$ cat src/rtl/fpu_pkg.sv
// Shared FPU definitions: flag bit positions, operand classes
// and format-dependent constants.
package fpu_pkg;

  localparam int FLAG_INV = 3;
  localparam int FLAG_DZ  = 2;
  localparam int FLAG_OF  = 1;
  localparam int FLAG_UF  = 0;

  typedef enum logic [2:0] {
    NORM,
    ZERO,
    INF,
    QNAN,
    SNAN
  } fcls_e;

  function automatic logic [63:0] canon_nan(
    input int exp_w,
    input int man_w
  );
    logic [63:0] r;
    r = ((64'd1 << exp_w) - 64'd1) << man_w;
    r = r | (64'd1 << (man_w - 1));
    return r;
  endfunction

  function automatic int bias(input int exp_w);
    return (1 << (exp_w - 1)) - 1;
  endfunction

endpackage

$ cat src/rtl/fdiv_iter_stage.sv
// N restoring-division iterations, purely combinational.
// Quotient bits shift in at the LSB of q.
module fdiv_iter_stage #(
  parameter int N     = 4,
  parameter int WIDTH = 26
) (
  input  logic [WIDTH-1:0] rem_i,
  input  logic [WIDTH-1:0] div_i,
  input  logic [WIDTH-1:0] q_i,
  output logic [WIDTH-1:0] rem_o,
  output logic [WIDTH-1:0] q_o
);

  logic [WIDTH-1:0] rem;
  logic [WIDTH-1:0] q;
  logic [WIDTH-1:0] trial;

  always_comb begin
    rem   = rem_i;
    q     = q_i;
    trial = '0;
    for (int i = 0; i < N; i++) begin
      trial = rem - div_i;
      if (!trial[WIDTH-1]) begin
        q   = {q[WIDTH-2:0], 1'b1};
        rem = {trial[WIDTH-2:0], 1'b0};
      end else begin
        q   = {q[WIDTH-2:0], 1'b0};
        rem = {rem[WIDTH-2:0], 1'b0};
      end
    end
    rem_o = rem;
    q_o   = q;
  end

endmodule

$ cat src/rtl/fdiv_pipe.sv
// Pipelined IEEE-754 divider: unpack, NSTG restoring divide
// stages, round/pack. Whole pipe stalls on output backpressure.
module fdiv_pipe
  import fpu_pkg::*;
#(
  parameter int EXP_W          = 8,
  parameter int MAN_W          = 23,
  parameter int BITS_PER_STAGE = 4,
  parameter int TAG_W          = 5
) (
  input  logic                   clk,
  input  logic                   reset,
  input  logic                   in_valid,
  output logic                   in_ready,
  input  logic [EXP_W+MAN_W:0]   in_a,
  input  logic [EXP_W+MAN_W:0]   in_b,
  input  logic [TAG_W-1:0]       in_tag,
  output logic                   out_valid,
  input  logic                   out_ready,
  output logic [EXP_W+MAN_W:0]   out_result,
  output logic [TAG_W-1:0]       out_tag,
  output logic [3:0]             out_flags
);

  localparam int W    = 1 + EXP_W + MAN_W;
  localparam int Q_W  = MAN_W + 3;
  localparam int BPS  = BITS_PER_STAGE;
  localparam int NSTG = (Q_W + BPS - 1) / BPS;
  localparam int EW   = EXP_W + 2;
  localparam int BIAS = bias(EXP_W);

  localparam logic [W-1:0] CNAN =
    W'(canon_nan(EXP_W, MAN_W));
  localparam logic signed [EW-1:0] EMAX_S =
    EW'((1 << EXP_W) - 1);

  typedef struct packed {
    logic [TAG_W-1:0] tag;
    logic             sgn;
    logic [EXP_W-1:0] ea;
    logic [EXP_W-1:0] eb;
    fcls_e            ca;
    fcls_e            cb;
    logic [MAN_W:0]   mb;
    logic [Q_W-1:0]   rem;
    logic [Q_W-1:0]   q;
  } stg_t;

  function automatic fcls_e classify(
    input logic [EXP_W-1:0] ex,
    input logic [MAN_W-1:0] fr
  );
    if (ex == '0) return ZERO;
    if (&ex) begin
      if (fr == '0) return INF;
      return fr[MAN_W-1] ? QNAN : SNAN;
    end
    return NORM;
  endfunction

  logic            adv;
  logic [NSTG:0]   vld_q;
  stg_t            st_q [NSTG+1];
  stg_t            u_d;
  stg_t            rs;
  logic [Q_W-1:0]  rem_n [NSTG];
  logic [Q_W-1:0]  q_n [NSTG];

  logic            ov_q;
  logic [W-1:0]    res_q;
  logic [TAG_W-1:0] tag_q;
  logic [3:0]      flg_q;

  assign adv      = ~ov_q | out_ready;
  assign in_ready = adv;

  // Subnormals classify as ZERO, which flushes them.
  always_comb begin
    u_d     = '0;
    u_d.tag = in_tag;
    u_d.sgn = in_a[W-1] ^ in_b[W-1];
    u_d.ea  = in_a[W-2:MAN_W];
    u_d.eb  = in_b[W-2:MAN_W];
    u_d.ca  = classify(in_a[W-2:MAN_W], in_a[MAN_W-1:0]);
    u_d.cb  = classify(in_b[W-2:MAN_W], in_b[MAN_W-1:0]);
    u_d.mb  = {1'b1, in_b[MAN_W-1:0]};
    u_d.rem = {2'b00, 1'b1, in_a[MAN_W-1:0]};
    u_d.q   = '0;
  end

  for (genvar s = 0; s < NSTG; s++) begin : g_div
    localparam int NI =
      (s == NSTG - 1) ? Q_W - BPS * (NSTG - 1) : BPS;
    fdiv_iter_stage #(
      .N     (NI),
      .WIDTH (Q_W)
    ) u_iter (
      .rem_i (st_q[s].rem),
      .div_i ({2'b00, st_q[s].mb}),
      .q_i   (st_q[s].q),
      .rem_o (rem_n[s]),
      .q_o   (q_n[s])
    );
  end

  always_ff @(posedge clk) begin
    if (adv) begin
      st_q[0] <= u_d;
      for (int s = 0; s < NSTG; s++) begin
        st_q[s+1]     <= st_q[s];
        st_q[s+1].rem <= rem_n[s];
        st_q[s+1].q   <= q_n[s];
      end
    end
  end

  assign rs = st_q[NSTG];

  logic                   norm;
  logic                   grd;
  logic                   stk;
  logic                   inc;
  logic                   cy;
  logic [MAN_W-1:0]       fr;
  logic [MAN_W-1:0]       frac;
  logic signed [EW-1:0]   e;
  logic [W-1:0]           inf_v;
  logic [W-1:0]           zero_v;
  logic [W-1:0]           res_d;
  logic [3:0]             flg_d;

  always_comb begin
    norm = rs.q[Q_W-1];
    fr   = norm ? rs.q[Q_W-2:2] : rs.q[Q_W-3:1];
    grd  = norm ? rs.q[1] : rs.q[0];
    stk  = (|rs.rem) | (norm & rs.q[0]);
    inc  = grd & (stk | fr[0]);
    {cy, frac} = {1'b0, fr} + {{MAN_W{1'b0}}, inc};
    e = $signed({2'b00, rs.ea})
      - $signed({2'b00, rs.eb})
      + $signed(EW'(BIAS))
      + $signed({{(EW-1){1'b0}}, cy})
      - $signed({{(EW-1){1'b0}}, ~norm});
    inf_v  = {rs.sgn, {EXP_W{1'b1}}, {MAN_W{1'b0}}};
    zero_v = {rs.sgn, {(W-1){1'b0}}};
    res_d  = {rs.sgn, e[EXP_W-1:0], frac};
    flg_d  = '0;
    if (rs.ca inside {QNAN, SNAN} ||
        rs.cb inside {QNAN, SNAN}) begin
      res_d = CNAN;
      flg_d[FLAG_INV] = (rs.ca == SNAN) | (rs.cb == SNAN);
    end else if ((rs.ca == ZERO && rs.cb == ZERO) ||
                 (rs.ca == INF && rs.cb == INF)) begin
      res_d = CNAN;
      flg_d[FLAG_INV] = 1'b1;
    end else if (rs.ca == INF) begin
      res_d = inf_v;
    end else if (rs.cb == INF) begin
      res_d = zero_v;
    end else if (rs.cb == ZERO) begin
      res_d = inf_v;
      flg_d[FLAG_DZ] = 1'b1;
    end else if (rs.ca == ZERO) begin
      res_d = zero_v;
    end else if (e >= EMAX_S) begin
      res_d = inf_v;
      flg_d[FLAG_OF] = 1'b1;
    end else if (e[EW-1] || e == '0) begin
      res_d = zero_v;
      flg_d[FLAG_UF] = 1'b1;
    end
  end

  always_ff @(posedge clk) begin
    if (!reset) begin
      vld_q <= '0;
      ov_q  <= 1'b0;
      res_q <= '0;
      tag_q <= '0;
      flg_q <= '0;
    end else if (adv) begin
      vld_q <= {vld_q[NSTG-1:0], in_valid};
      ov_q  <= vld_q[NSTG];
      res_q <= res_d;
      tag_q <= rs.tag;
      flg_q <= flg_d;
    end
  end

  assign out_valid  = ov_q;
  assign out_result = res_q;
  assign out_tag    = tag_q;
  assign out_flags  = flg_q;

endmodule
$ cat config.mk
export PLATFORM = sky130hd
export DESIGN_NAME = fdiv_pipe
export DESIGN_NICKNAME = d
export VERILOG_FILES = /design/src/rtl/fpu_pkg.sv /design/src/rtl/fdiv_iter_stage.sv /design/src/rtl/fdiv_pipe.sv
export SDC_FILE = /design/constraint.sdc
export NUM_CORES = 2
export LEC_CHECK = 0
export BUFFER_PORTS_ARGS = -buffer_cell sky130_fd_sc_hd__buf_4
export CORE_ASPECT_RATIO = 1.2
export CORE_MARGIN = 8
export CORE_UTILIZATION = 34
export CTS_CLUSTER_DIAMETER = 80
export CTS_CLUSTER_SIZE = 10
export DETAILED_ROUTE_END_ITERATION = 7
export MAX_ROUTING_LAYER = met4
export PLACE_DENSITY_LB_ADDON = 0.2
export SLEW_MARGIN = 20
export SYNTH_ARGS = -nofsm -noshare
export SYNTH_HDL_FRONTEND = slang
export SYNTH_HIERARCHICAL = 1
export SYNTH_SLANG_ARGS = --single-unit
$ cat constraint.sdc
create_clock -name clk -period 39.5 [get_ports clk]
set_input_delay 3.95 -clock clk [delete_from_list [all_inputs] [get_ports clk]]
set_output_delay 3.95 -clock clk [all_outputs]
set_load 0.03 [all_outputs]
---- Word level (Yosys, flattened, before mapping) ----
Memory sizes are Yosys's and may differ from the RTL's.
Index checks and enable logic that the tools add are counted.
storage, ports and cells
  flip-flop bits (word level) ............. 50
  latch bits .............................. 0
  bits in writable memories ............... 832
  memory bits (read-only) ................. 0
  output and inout port bits .............. 43
  logic and storage cells ................. 200
  memories ................................ 1
operators by class
  $add $sub $neg .......................... 31
  multipliers ............................. 0
  divide/modulo/power cells ............... 0
  $lt $le $gt $ge ......................... 1
  equality and inequality tests ........... 8
  shift operators ......................... 0
  muxes and demuxes ....................... 116
  bitwise logic cells ..................... 23
  reduce and logical (&&, ||, !) cells .... 15
memory list
  name  words  bits a word  rd ports  clocked after Yosys merged registers in  wr ports  RTL line         text
  st_q  8      104          8         0                                        8         fdiv_pipe.sv:63  stg_t st_q [NSTG+1];
operators by type and width
  operator                                                                               count
  26-bit two-way mux                                                                     40
  26-bit by 24-bit subtractor with 26-bit output                                         26
  31-bit two-way mux                                                                     6
  32-bit two-way mux                                                                     2
  3-bit two-way mux                                                                      18
  1-bit two-way mux                                                                      47
  23-bit logical NOT                                                                     2
  26-bit OR reduction                                                                    1
  23-bit by 1-bit adder with 24-bit output                                               1
  23-bit two-way mux                                                                     1
  1-bit bitwise OR                                                                       18
  8-bit logical NOT                                                                      2
  8-bit AND reduction                                                                    2
  3-bit by 2-bit equality test with 1-bit output (second input constant)                 4
  10-bit by 2-bit adder with 10-bit output                                               1
  9-bit by 8-bit adder with 10-bit output (second input constant)                        1
  10-bit by 9-bit greater-or-equal comparator with 1-bit output (second input constant)  1
  10-bit logical NOT                                                                     1
  10-bit by 2-bit subtractor with 10-bit output                                          1
  8-bit by 8-bit subtractor with 9-bit output                                            1
  3-bit by 1-bit equality test with 1-bit output (second input constant)                 2
  3-bit equality test (second input constant)                                            2
  2-bit two-way mux                                                                      2
  2-bit nonzero test                                                                     2
  5 further kinds                                                                        10

---- Longest topological paths before layout ----
An unclocked memory read counts as a cell.
  word-level depth ........................ 18
  gate-level depth with buffers ........... 61
  mapped depth without buffers ............ 57

---- By module ----
The synthesis kept the hierarchy.
by module, submodules not included
  module                                  times used  cells each  area an instance (sq um)  sequential area each (sq um)
  fdiv_pipe                               1           1248        27063.5                   24183.2
  fdiv_iter_stage at g_div[3].u_iter ...  3           998         6711.4                    0.0
  fdiv_iter_stage at g_div[1].u_iter ...  2           914         6170.9                    0.0
  fdiv_iter_stage at g_div[0].u_iter      1           947         6363.6                    0.0
  fdiv_iter_stage at g_div[6].u_iter      1           424         3150.5                    0.0

---- Worst setup path after synthesis ----
No wires, ideal clock.
  kind .................................... in2out
  from .................................... in out_ready
  to ...................................... out in_ready
  data arrival time ....................... 25500 ps
  path slack .............................. 10050 ps
  stages .................................. 4
  path buffers ............................ 2
  cells stage by stage .................... nor2b_1 > clkbuf_1 > inv_1 > clkbuf_1
on the way
  cells in the longest elaborated chain, start to end .. 1
RTL lines
  item              RTL line         text
  start, declared   fdiv_pipe.sv:19  input logic out_ready,
  1-bit bitwise OR  fdiv_pipe.sv:74  assign adv = ~ov_q | out_ready;
  end, declared     fdiv_pipe.sv:14  output logic in_ready,
No other way between the ends.

==> run summary <==
* **weighted congestion reported at the end of routability-driven placement** 0.8882
* **Reg area** 22020 um2
* **total I/O pin count** 116
* **standard cell core area** 194000 um2
* **Critical path buffers and inverters** 7
* **hold buffer count at CTS** 0
* **vias in the first global route** 52740
* **worst flop-to-flop path startpoint** st_q[1][70]
* **critical path launch point** st_q[1][70]
* **placement-stage worst setup slack** 23.58 ns
* **critical path depth in cells** 49
* **worst slew pin tran** 1.138 ns
* **Maximum Capacitance Violations** 0
* **share of layout cells above drive strength 1** 0.06975
* **cell area after layout** 72190 um2
* **Final Critical Period** 15.98 ns
* **R2R depth** 49
* **wire length of the first global-routing pass** 302.0 mm
* **number of detailed-routing iterations run before antenna repair** 6
* **Critical-path top delay cell** sky130_fd_sc_hd__xnor2_1
* **arrival time of the worst setup path** 16.40 ns
* **r2r endpoint** st_q[1][153]
* **hold crit path type** reg -> reg
* **# H-tree levels** 3
* **post-layout worst setup margin** 23.52 ns
* **Antenna Nets Post-Route** 0
* **net total in the final layout** 8032
* **most repeated library cell on the critical path** sky130_fd_sc_hd__o21ai_0
* **area growth from synthesis to layout** 8.801%
* **dominant delay contributor by cell family on the critical path** compound AO/OA/AOI/OAI gates
* **worst hold-check slack** 0.3848 ns
* **post-synthesis cell count** 7297
* **max frequency** 0.06256 GHz
* **combined global-route utilization of all metal layers** 0.1846
* **Die Y-Extent** 499.9 um
* **# Post-CTS Setup Buffers** 0
* **die outline area** 209600 um2
* **CTS tree** built
* **endpoint class of the critical path** register
* **worst-case register-to-register setup slack** 23.52 ns
* **CP Launch Type** register
* **residual DRC count** 0
* **critical setup path kind** reg -> reg
* **Max Transition Viols Final** 0
* **initial DRC count** 3663
* **maximum number of pins on one net before global-route repair** 145
* **DP Wirelength** 157.4 mm
* **starting density of the core** 0.3420
* **detail-routed net length per standard cell** 19.77 um
* **Clock Tree Buf Depth** 3
* **detail-routed via count per cell** 5.450
* **Worst Path Max Fanout** 54
* **CP required** 39.91 ns
* **run status** complete, no violations
* **final hold vios** 0
* **portion of the clock cycle consumed by the worst path in the final layout** 0.4047
* **total wirelength of the detailed-routed design** 196.5 mm
* **area occupied by multi-input gates** 41160 um2
* **Worst Setup EP** st_q[1][153]
* **vias after detailed routing** 54150
* **TritonCTS Buffers** 95
* **normalized max-slew margin** 0.2411
* **CP peak stage delay** 0.91 ns
* **final setup vio count** 0
* **Clock transition at path regs** 0.06 ns
* **Overflow after GRT** 0
* **Die Span X** 419.3 um
* **FP Rows** 177
* **Post-CTS Resized** 0
* **instance area at placement** 69320 um2
* **port buffer count** 115
* **antenna violations before repair** 7
* **Root Buffer** sky130_fd_sc_hd__clkbuf_16
* **maximum clock skew at final layout** 0.04723 ns
* **total number of yosys warnings** 6
* **RSZ-0062 raised after global routing** false
* **Setup Total Neg Slack** 0 ns
* **clock insertion delay at the later pin of the skew report** 0.71 ns
* **number of clock sinks** 750
* **fillcell total** 19800
* **Post-Synthesis Cell Area** 66350 um2
* **synthesized area divided by synthesized cell count** 9.093 um2
cells in the final DEF, fill, tap and decap left out, drive strengths merged, types with 117 or more instances in the layout:
| cell type | instances |
|---|---|
| xnor2 | 391 |
| ha | 647 |
| inv | 483 |
| o21a | 117 |
| nand2 | 693 |
| o21ai | 550 |
| nand3 | 168 |
| xor2 | 226 |
| nor2 | 471 |
| buf | 146 |
| a21o | 233 |
| clkbuf | 121 |
| a21oi | 629 |
| edfxtp | 700 |
worst register-to-register path, delay by kind of cell, from the launching register on:
family                     cells  cell delay, ns
AOI/OAI and AO/OA             22            5.86
and+or+nand+nor               11            2.86
buffers and inverters          7            2.28
xor gates and xnor gates       4            2.09
adders and majority gates      4            1.53
DFF                            1            0.69
muxes                          1            0.38
metrics by stage:
step | cells | util
finish | 9936 | 0.3721
global route | 9936 | 0.3721
CTS | 9934 | 0.3719
detailed placement | 9792 | 0.3573
global placement | 9792 | 0.3572
floorplan | 7337 | -
cell type report:
class,instances,area share
Multi-Input combinational cell,5825,0.5702
Sequential cell,750,0.3050
Tap cell,2595,0.04498
Clock buffer,120,0.03511
Inverter,476,0.02485
Timing Repair Buffer,147,0.01560
Clock inverter,22,0.004160
Antenna cell,1,0.00003466
worst min path at each step:
| stage | startpoint | end | slack, ns | cells after the start |
|---|---|---|---|---|
| 2_1_floorplan | st_q[0][76] | st_q[0][180] | 0.40 | 0 |
| 3_3_place_gp | st_q[1][100] | st_q[1][204] | 0.40 | 0 |
| 3_5_place_dp | st_q[0][85] | st_q[0][189] | 0.40 | 0 |
| 4_1_cts | st_q[1][95] | st_q[1][199] | 0.38 | 0 |
| 5_1_grt | st_q[1][95] | st_q[1][199] | 0.38 | 0 |
| 6_report | st_q[1][95] | st_q[1][199] | 0.38 | 0 |
metal layers:
metal  wire, um  GRT usage  up-vias
met2     100500     0.3330     1047
met1      83330     0.2164    25860
met3       5622    0.01404      309
met4       7040    0.06263        0
met5          0          -        -
li1           -          -    26930
state kept, by name (all words and copies together), names as in the netlist:
register,cells
vld_q,8
out_tag,5
out_result,32
st_q,700
out_flags,4
out_valid,1
Power is left out: the tool's default activity adds up to more than one toggle a clock period on the data nets, which glitch-free logic cannot reach.
